[src/rtl/note_judge_pkg.sv]
// Shared constants and types for the rhythm-game note judge.
// Holds lane count, life/combo/score limits and FSM encodings.
package note_judge_pkg;

  localparam int NUM_LANES = 4;
  localparam int LIVES_INIT = 5;
  localparam int COMBO_MAX = 127;
  localparam logic [15:0] SCORE_MAX_BCD = 16'h9999;

  typedef enum logic [1:0] {
    ST_IDLE = 2'd0,
    ST_RUN  = 2'd1,
    ST_OVER = 2'd2
  } state_t;

  function automatic logic [2:0] popcount4(input logic [3:0] v);
    return 3'(v[0]) + 3'(v[1]) + 3'(v[2]) + 3'(v[3]);
  endfunction

endpackage

[src/rtl/bcd_score_adder.sv]
// Saturating four-digit BCD increment by 0..4.
// Any carry out of the thousands digit clamps to 9999.
module bcd_score_adder
  import note_judge_pkg::*;
(
  input  logic [15:0] score,
  input  logic [2:0]  inc,
  output logic [15:0] sum
);

  logic [4:0] c;
  logic [4:0] d;

  always_comb begin
    c = {2'b00, inc};
    d = '0;
    sum = '0;
    for (int i = 0; i < 4; i++) begin
      d = {1'b0, score[i*4 +: 4]} + c;
      if (d > 5'd9) begin
        sum[i*4 +: 4] = 4'(d - 5'd10);
        c = 5'd1;
      end else begin
        sum[i*4 +: 4] = d[3:0];
        c = 5'd0;
      end
    end
    if (c != 5'd0) sum = SCORE_MAX_BCD;
  end

endmodule

[src/rtl/note_judge.sv]
// Judges button presses against pending notes; keeps score,
// combo and lives, and runs the IDLE/RUN/OVER game FSM.
module note_judge
  import note_judge_pkg::*;
(
  input  logic                 INPUTCLOCK,
  input  logic                 reset_n,
  input  logic                 start,
  input  logic                 step,
  input  logic [NUM_LANES-1:0] lane_note,
  input  logic [NUM_LANES-1:0] key_n,
  output logic                 hit_pulse,
  output logic                 miss_pulse,
  output logic                 bad_pulse,
  output logic [15:0]          score_bcd,
  output logic [6:0]           combo,
  output logic [2:0]           lives,
  output logic [1:0]           state
);

  state_t st_q, st_d;

  logic [NUM_LANES-1:0] sync1, sync2, hist, press;
  logic [NUM_LANES-1:0] pending, hits, bads;
  logic [1:0]  fill;
  logic [2:0]  nhits;
  logic        run, miss, enter_run;
  logic [15:0] score_sum;
  logic [7:0]  combo_sum;
  logic [6:0]  combo_d;
  logic [2:0]  lives_d;

  // fill masks edges until the sync chain holds real samples,
  // so a key held low through reset yields no press
  always_ff @(posedge INPUTCLOCK) begin
    if (!reset_n) begin
      sync1 <= '1;
      sync2 <= '1;
      hist  <= '1;
      fill  <= 2'd0;
      press <= '0;
    end else begin
      sync1 <= key_n;
      sync2 <= sync1;
      hist  <= sync2;
      fill  <= fill + {1'b0, fill != 2'd3};
      press <= hist & ~sync2 & {NUM_LANES{fill == 2'd3}};
    end
  end

  bcd_score_adder u_add (
    .score (score_bcd),
    .inc   (nhits),
    .sum   (score_sum)
  );

  always_comb begin
    run       = (st_q == ST_RUN);
    hits      = press & pending & {NUM_LANES{run}};
    bads      = press & ~pending & {NUM_LANES{run}};
    nhits     = popcount4(hits);
    miss      = run & step & (|(pending & ~hits));
    combo_sum = {1'b0, combo} + 8'(nhits);
    combo_d   = combo_sum[6:0];
    if (combo_sum > 8'(COMBO_MAX)) combo_d = 7'(COMBO_MAX);
    if ((|bads) || miss) combo_d = 7'd0;
    lives_d = lives;
    if (miss && lives != 3'd0) lives_d = lives - 3'd1;
  end

  always_comb begin
    st_d = st_q;
    case (st_q)
      ST_IDLE, ST_OVER: if (start) st_d = ST_RUN;
      ST_RUN:  if (miss && lives == 3'd1) st_d = ST_OVER;
      default: st_d = ST_IDLE;
    endcase
    enter_run = (st_q != ST_RUN) && (st_d == ST_RUN);
  end

  always_ff @(posedge INPUTCLOCK) begin
    if (!reset_n) begin
      st_q       <= ST_IDLE;
      score_bcd  <= '0;
      combo      <= '0;
      lives      <= 3'(LIVES_INIT);
      pending    <= '0;
      hit_pulse  <= 1'b0;
      miss_pulse <= 1'b0;
      bad_pulse  <= 1'b0;
    end else begin
      st_q       <= st_d;
      hit_pulse  <= |hits;
      miss_pulse <= miss;
      bad_pulse  <= |bads;
      if (enter_run) begin
        score_bcd <= '0;
        combo     <= '0;
        lives     <= 3'(LIVES_INIT);
        pending   <= '0;
      end else if (run) begin
        score_bcd <= score_sum;
        combo     <= combo_d;
        lives     <= lives_d;
        pending   <= step ? lane_note : (pending & ~hits);
      end
    end
  end

  assign state = st_q;

endmodule

[config.mk]
export PLATFORM = sky130hd
export DESIGN_NAME = note_judge
export DESIGN_NICKNAME = d
export VERILOG_FILES = /design/src/rtl/note_judge_pkg.sv /design/src/rtl/bcd_score_adder.sv /design/src/rtl/note_judge.sv
export SDC_FILE = /design/constraint.sdc
export NUM_CORES = 1
export LEC_CHECK = 0
export BUFFER_PORTS_ARGS = -buffer_cell sky130_fd_sc_hd__clkbuf_2
export CORE_ASPECT_RATIO = 1.25
export CORE_UTILIZATION = 45
export CTS_BUF_LIST = sky130_fd_sc_hd__clkbuf_2
export CTS_CLUSTER_DIAMETER = 100
export CTS_CLUSTER_SIZE = 24
export DETAILED_ROUTE_END_ITERATION = 10
export GPL_TIMING_DRIVEN = 0
export HOLD_SLACK_MARGIN = 0.12
export PLACE_DENSITY_LB_ADDON = 0.08
export RECOVER_POWER = 100
export SLEW_MARGIN = 20
export SYNTH_ARGS = -nofsm -noshare
export SYNTH_HDL_FRONTEND = slang
export SYNTH_HIERARCHICAL = 1
export SYNTH_SLANG_ARGS = --single-unit
export TNS_END_PERCENT = 50
[constraint.sdc]
create_clock -name INPUTCLOCK -period 7.7 [get_ports INPUTCLOCK]
set_input_delay 1.54 -clock INPUTCLOCK [delete_from_list [all_inputs] [get_ports INPUTCLOCK]]
set_output_delay 1.54 -clock INPUTCLOCK [all_outputs]
set_load 0.05 [all_outputs]
# == After elaboration in Yosys (flattened, before gate mapping) ==
# Cells that the tools add are included.
# W data, S select, Z words.
# word_totals
mem_count,0
in_bits,12
latchBits,0
output_inout_bits,31
regBits,53
ramBits,0
romBits,0
wordCells,80
# classes
shift,0
n_eq_ne,7
n_lt_le_gt_ge,5
reduce_logical,13
multipliers,0
bitwise_logic,13
muxes,15
addsub,14
div,0
# ops
operator,n
$and A4 B4 Y4,7
$gt A5 B4 Y1 const B,4
$mux W4,5
$mux W16,1
$sub A4 B4 Y4 const B,4
$add A4 B1 Y5,3
$mux W7,2
$not A4 Y4,3
$reduce_or A4 Y1,3
$add A7 B3 Y8,1
$gt A8 B7 Y1 const B,1
$add A4 B3 Y5,1
$reduce_bool A5 Y1,1
$eq A2 B1 Y1 const B,2
$eq A2 B2 Y1 const B,2
$mux W1,4
$mux W2,2
$pmux W2 S2,1
$reduce_or A2 Y1,2
$add A2 B1 Y3,1
$add A3 B1 Y3,1
$eq A3 B1 Y1 const B,1
$logic_and A1 B1 Y1,3
$reduce_bool A3 Y1,1
10 further kinds,11

# == Logic depth before layout (Yosys ltp) ==
# logic_depth
ltp_word,19
mapped_depth,37
mapped_depth_nobuf,32

# == By module ==
# Netlist, hierarchy kept.
# by_module_without_submodules
mod,instances,area_per_inst_um2,cells_each
note_judge,1,2312.2,257
bcd_score_adder,1,802.0,124

# == Worst setup path before layout ==
# Ideal clock, no wire load.
# synth_timing
path_type,register -> register
from,"reg st_q[0], in the netlist state[0]"
to,reg score_bcd[2]
stages_incl_launch_ff,35
t_required_ns,7.630
arrival_time_ns,6.995
synth_period_minus_slack_ns,7.065
setup_ns,0.070
path_slack_ns,0.635
cell_sequence,dfxtp_1 -> buf_4 -> nand2b_1 -> buf_2 -> buf_6 -> nor2_1 -> ha_1 -> ha_1 -> ha_1 -> inv_1 -> fa_1 -> nand2_1 -> a21boi_0 -> nor2_1 -> ha_1 -> ha_1 -> clkbuf_1 -> mux2_2 -> nor2_1 -> nor2_1 -> ha_1 -> ha_1 -> inv_1 -> a211o_1 -> a21oi_1 -> ha_1 -> ha_1 -> nand2b_1 -> a31o_1 -> and2_4 -> buf_6 -> or4_1 -> o31ai_1 -> nand2_1 -> a21oi_1
# synth_between
elab_chain_len,19
word_cells_on_any_way,37
cone_classes,8 x add/sub; 4 x order compare; 4 x eq/ne; 9 x mux; 5 x bitwise; 7 x reduce/logical
# synth_rtl
element,line,source
"start, declared",note_judge.sv:21,"state_t st_q, st_d;"
"start signal, assigned",note_judge.sv:92,st_q <= st_d;
$eq A2 B1 Y1 *,note_judge.sv:58,run = (st_q == ST_RUN);
$and A4 B4 Y4 *,note_judge.sv:59,hits = press & pending & {NUM_LANES{run}};
$add A1 B1 Y2,note_judge_pkg.sv:17,return 3'(v[0]) + 3'(v[1]) + 3'(v[2]) + 3'(v[3]);
$add A2 B1 Y3,note_judge_pkg.sv:17,
$add A3 B1 Y3 *,note_judge_pkg.sv:17,
via nhits[1],note_judge.sv:26,logic [2:0] nhits;
$add A4 B3 Y5 *,bcd_score_adder.sv:19,"d = {1'b0, score[i*4 +: 4]} + c;"
$gt A5 B4 Y1,bcd_score_adder.sv:20,if (d > 5'd9) begin
[5 not listed],--,
$gt A5 B4 Y1,bcd_score_adder.sv:20,
$mux W1,bcd_score_adder.sv:20,
$add A4 B1 Y5,bcd_score_adder.sv:19,
$gt A5 B4 Y1,bcd_score_adder.sv:20,
$mux W1,bcd_score_adder.sv:20,
$reduce_bool A5 Y1,bcd_score_adder.sv:28,if (c != 5'd0) sum = SCORE_MAX_BCD;
$mux W16 *,bcd_score_adder.sv:28,
via score_sum[2],note_judge.sv:28,logic [15:0] score_sum;
"end signal, assigned",note_judge.sv:102,score_bcd <= score_sum;
"end, declared",note_judge.sv:15,"output logic [15:0] score_bcd,"
# Mark *: on every way through the listed nets, which the timed path passes. The rest lies on a longest branch.
# A chain may end at the register's enable or synchronous reset.

# == Worst setup path after layout ==
# Same ends and word-level chain as after synthesis.

==> summary.md <==
| Metric | Value |
|---|---|
| Cell area after synthesis | `3110 µm²` |
| FILL cells | `687` |
| Syn avg cell area | `around 8.2 µm²` |
| Outcome | `completed` |
| Clk Latency, worst-skew pair | `450 ps` |
| Setup repair after global routing missed its margin | `no` |
| Reported leakage power | `approximately 1.2 nW` |
| Hold crit path type | `reg2reg` |
| DP HPWL | `5090 µm` |
| Tot Pwr | `between 400 and 500 µW` |
| Commonest non-fill, non-tap cell in the layout | `nand2_1` |
| Worst Tran Pin Value | `940 ps` |
| Clock Skews | `12.7 ps` |
| Routed vias | `~2800` |
| Total CTS buffers | `5` |
| Synth warnings | `6` |
| Total track usage | `19.7%` |
| Core area | `roughly 6600 µm²` |
| First-pass GRT wire length | `approximately 12000 µm` |
| CP Capture Type | `flop` |
| Final Non-Filler Cells | `515` |
| Root Driver | `clkbuf_2` |
| Seq cells post-synth | `53` |
| Number of global-route vias before repair | `roughly 2500` |
| Drt initial violations | `123` |
| Nets@finish | `between 400 and 500` |
| Fin util | `between 50% and 60%` |
| Critical path's most frequent cell | `ha_1` |
| Tmin final | `between 7000 and 8000 ps` |
| Clk buf depth | `2` |
| Crit path kind | `reg2reg` |
| Antenna cells | `0` |
| Max VDD drop | `about 0.13 mV` |
| Worst Path Max Fanout | `10` |
| Initial Utilization | `roughly 47%` |
| F_max | `~0.14 GHz` |
| Power per Cell Area | `129 nW/µm²` |
| Gpl congestion | `roughly 0.9` |
| Worst Hold Depth | `2` |
| Post-DRT Antenna Nets | `0` |
| GRT overflow | `0` |
| Relative slew slack | `36.7%` |
| IO Port Bufs | `slightly above 40` |
| Crit path required time | `8110 ps` |
| Number of H-tree levels | `2` |
| Final Hold Viols | `0` |
| Final worst-path cycle share | `between 90% and 100%` |
| Die Y | `about 95 µm` |
| Delay of the slowest critical-path stage | `between 500 and 600 ps` |
| Top FF cell, synth | `dfxtp_1` |
| Slowest cell on the critical path | `fa_2` |
| Commonest non-fill, non-tap cells in the layout | `nand2_1, dfxtp_1, clkbuf_1` |
| Post-synthesis cell type count | `a little over 60` |
| Slew Viols, Final | `0` |
| Max-cap violations | `0` |
| Asr flop ratio synth | `0%` |
| Setup TNS | `0 ps` |
| Die Wd | `76.4 µm` |
| Clock Sinks | `between 50 and 60` |
| Drt pass-1 iters | `4` |
| Num rows | `33` |
| Critical Path AT | `7570 ps` |
| IO Pins | `43` |
| CTS tree | `done` |
| Seq/Total Area, Yosys | `34.1%` |
| Syn nets | `416` |
| Layout cell share with drive strength beyond 1 | `under 10%` |
| Largest net degree at the start of global routing | `20` |
| Die ar. | `7260 µm²` |
| # setup viols final | `0` |
| Initial antenna violation count | `0` |
| Post-synthesis cell count | `381` |
| DRC errors left | `0` |
| Cells after DPL | `509` |
| Reg2Reg Depth | `33` |
| Final wirelength | `slightly below 7000 µm` |
| Clock transition at the registers of the reported paths | `about 290 ps` |
| CP startpoint kind | `flop` |
| Drt wl/cell | `roughly 13 µm` |
| Worst hold margin | `about 440 ps` |
| Post-synth EDFFs | `0` |
| P&R area growth vs syn | `10.5%` |
| DR vias/cell | `about 5.4` |
[cell families (layout without fill, tap and decap cells)]
group | Yosys count | after routing | share of synthesized area, %
AND/OR/NAND/NOR | 162 | 162 | 26.1
multiplexers | 5 | 5 | 1.65
XOR/XNOR | 8 | 8 | 2.25
flip-flops | 53 | 53 | 34.1
adder cells (fa/ha/maj) | 23 | 23 | 9.72
AO/OA/AOI/OAI | 91 | 91 | 20.4
buffers and inverters | 39 | 86 | 5.83
[synth_stat cells (6+ instances only)]
master,number,share of area [%]
xnor2_1,8,2.2
nand2_1,57,6.9
nand2b_1,22,4.4
nand3_1,6,0.96
dfxtp_1,53,34
clkbuf_1,12,1.4
ha_1,21,8.4
nor2_1,30,3.6
a21oi_1,27,4.3
nor2b_1,10,2.0
o21ai_0,11,1.8
nor3_1,6,0.96
inv_1,20,2.4
[cell type report]
class                   count  area (µm²)  share of cell area [%]
repair buffers             41         164                    4.76
clock inverters             3        28.8                   0.836
well taps                  87         109                    3.16
plain buffers              17        98.8                    2.87
flip-flops and latches     53        1060                    30.9
multi-input cells         289        1880                    54.6
inverters                  20        75.1                    2.18
clock buffers               5        25.0                   0.727
[report_power, final]
group	internal [mW]	switching, mW	total (mW)
Clock	0.0271	0.0972	0.124
Sequential	0.280	0.00194	0.282
Combinational	0.0122	0.0257	0.0379
Total	0.319	0.125	0.444
[state kept, by name, indices dropped and copies added, names as in the netlist]
name / flops
miss_pulse: 1
combo: 7
pending: 4
state: 2
fill: 2
hit_pulse: 1
score_bcd: 16
press: 4
bad_pulse: 1
hist: 4
sync2: 4
sync1: 4
lives: 3
[critical path: cells and delay by family, from the launching register on]
family	cells	cell delay, ps
AOI/OAI and AO/OA	7	1210
adders and majority gates	10	3090
buffers and inverters	6	860
DFF	1	380
muxes	1	370
and+or+nand+nor	9	1200
[timing repair]
action,in CTS,in global routing
buffers inserted,0,0
gates resized for setup,0,7
setup endpoints to repair,0,14
hold buffers,0,0
[worst paths after layout]
| kind | from | to | slack (ps) |
|---|---|---|---|
| min | hist[2]$_SDFF_PN1_ | press[2]$_SDFF_PN0_ | 440 |
| max reg2reg | state[0]$_SDFF_PN0_ | score_bcd[2]$_SDFFE_PP0N_ | 540 |
| max | state[0]$_SDFF_PN0_ | score_bcd[2]$_SDFFE_PP0N_ | 540 |
| min reg2reg | hist[2]$_SDFF_PN1_ | press[2]$_SDFF_PN0_ | 440 |
[metal layers]
metal	share of wire (%)	global-route usage [%]
met1	45	22.8
met2	51	37.7
met3	2.5	2.87
met4	1.3	5.77
met5	0	0
[through the flow]
stage,instance area [µm²],setup WS [ps]
after floorplan,3110,635
after CTS,3480,198
after global placement,3430,345
after detailed placement,3430,255
final,3440,541
after global routing,3440,8.63
Note: power is estimated with default switching activity, not from simulation.
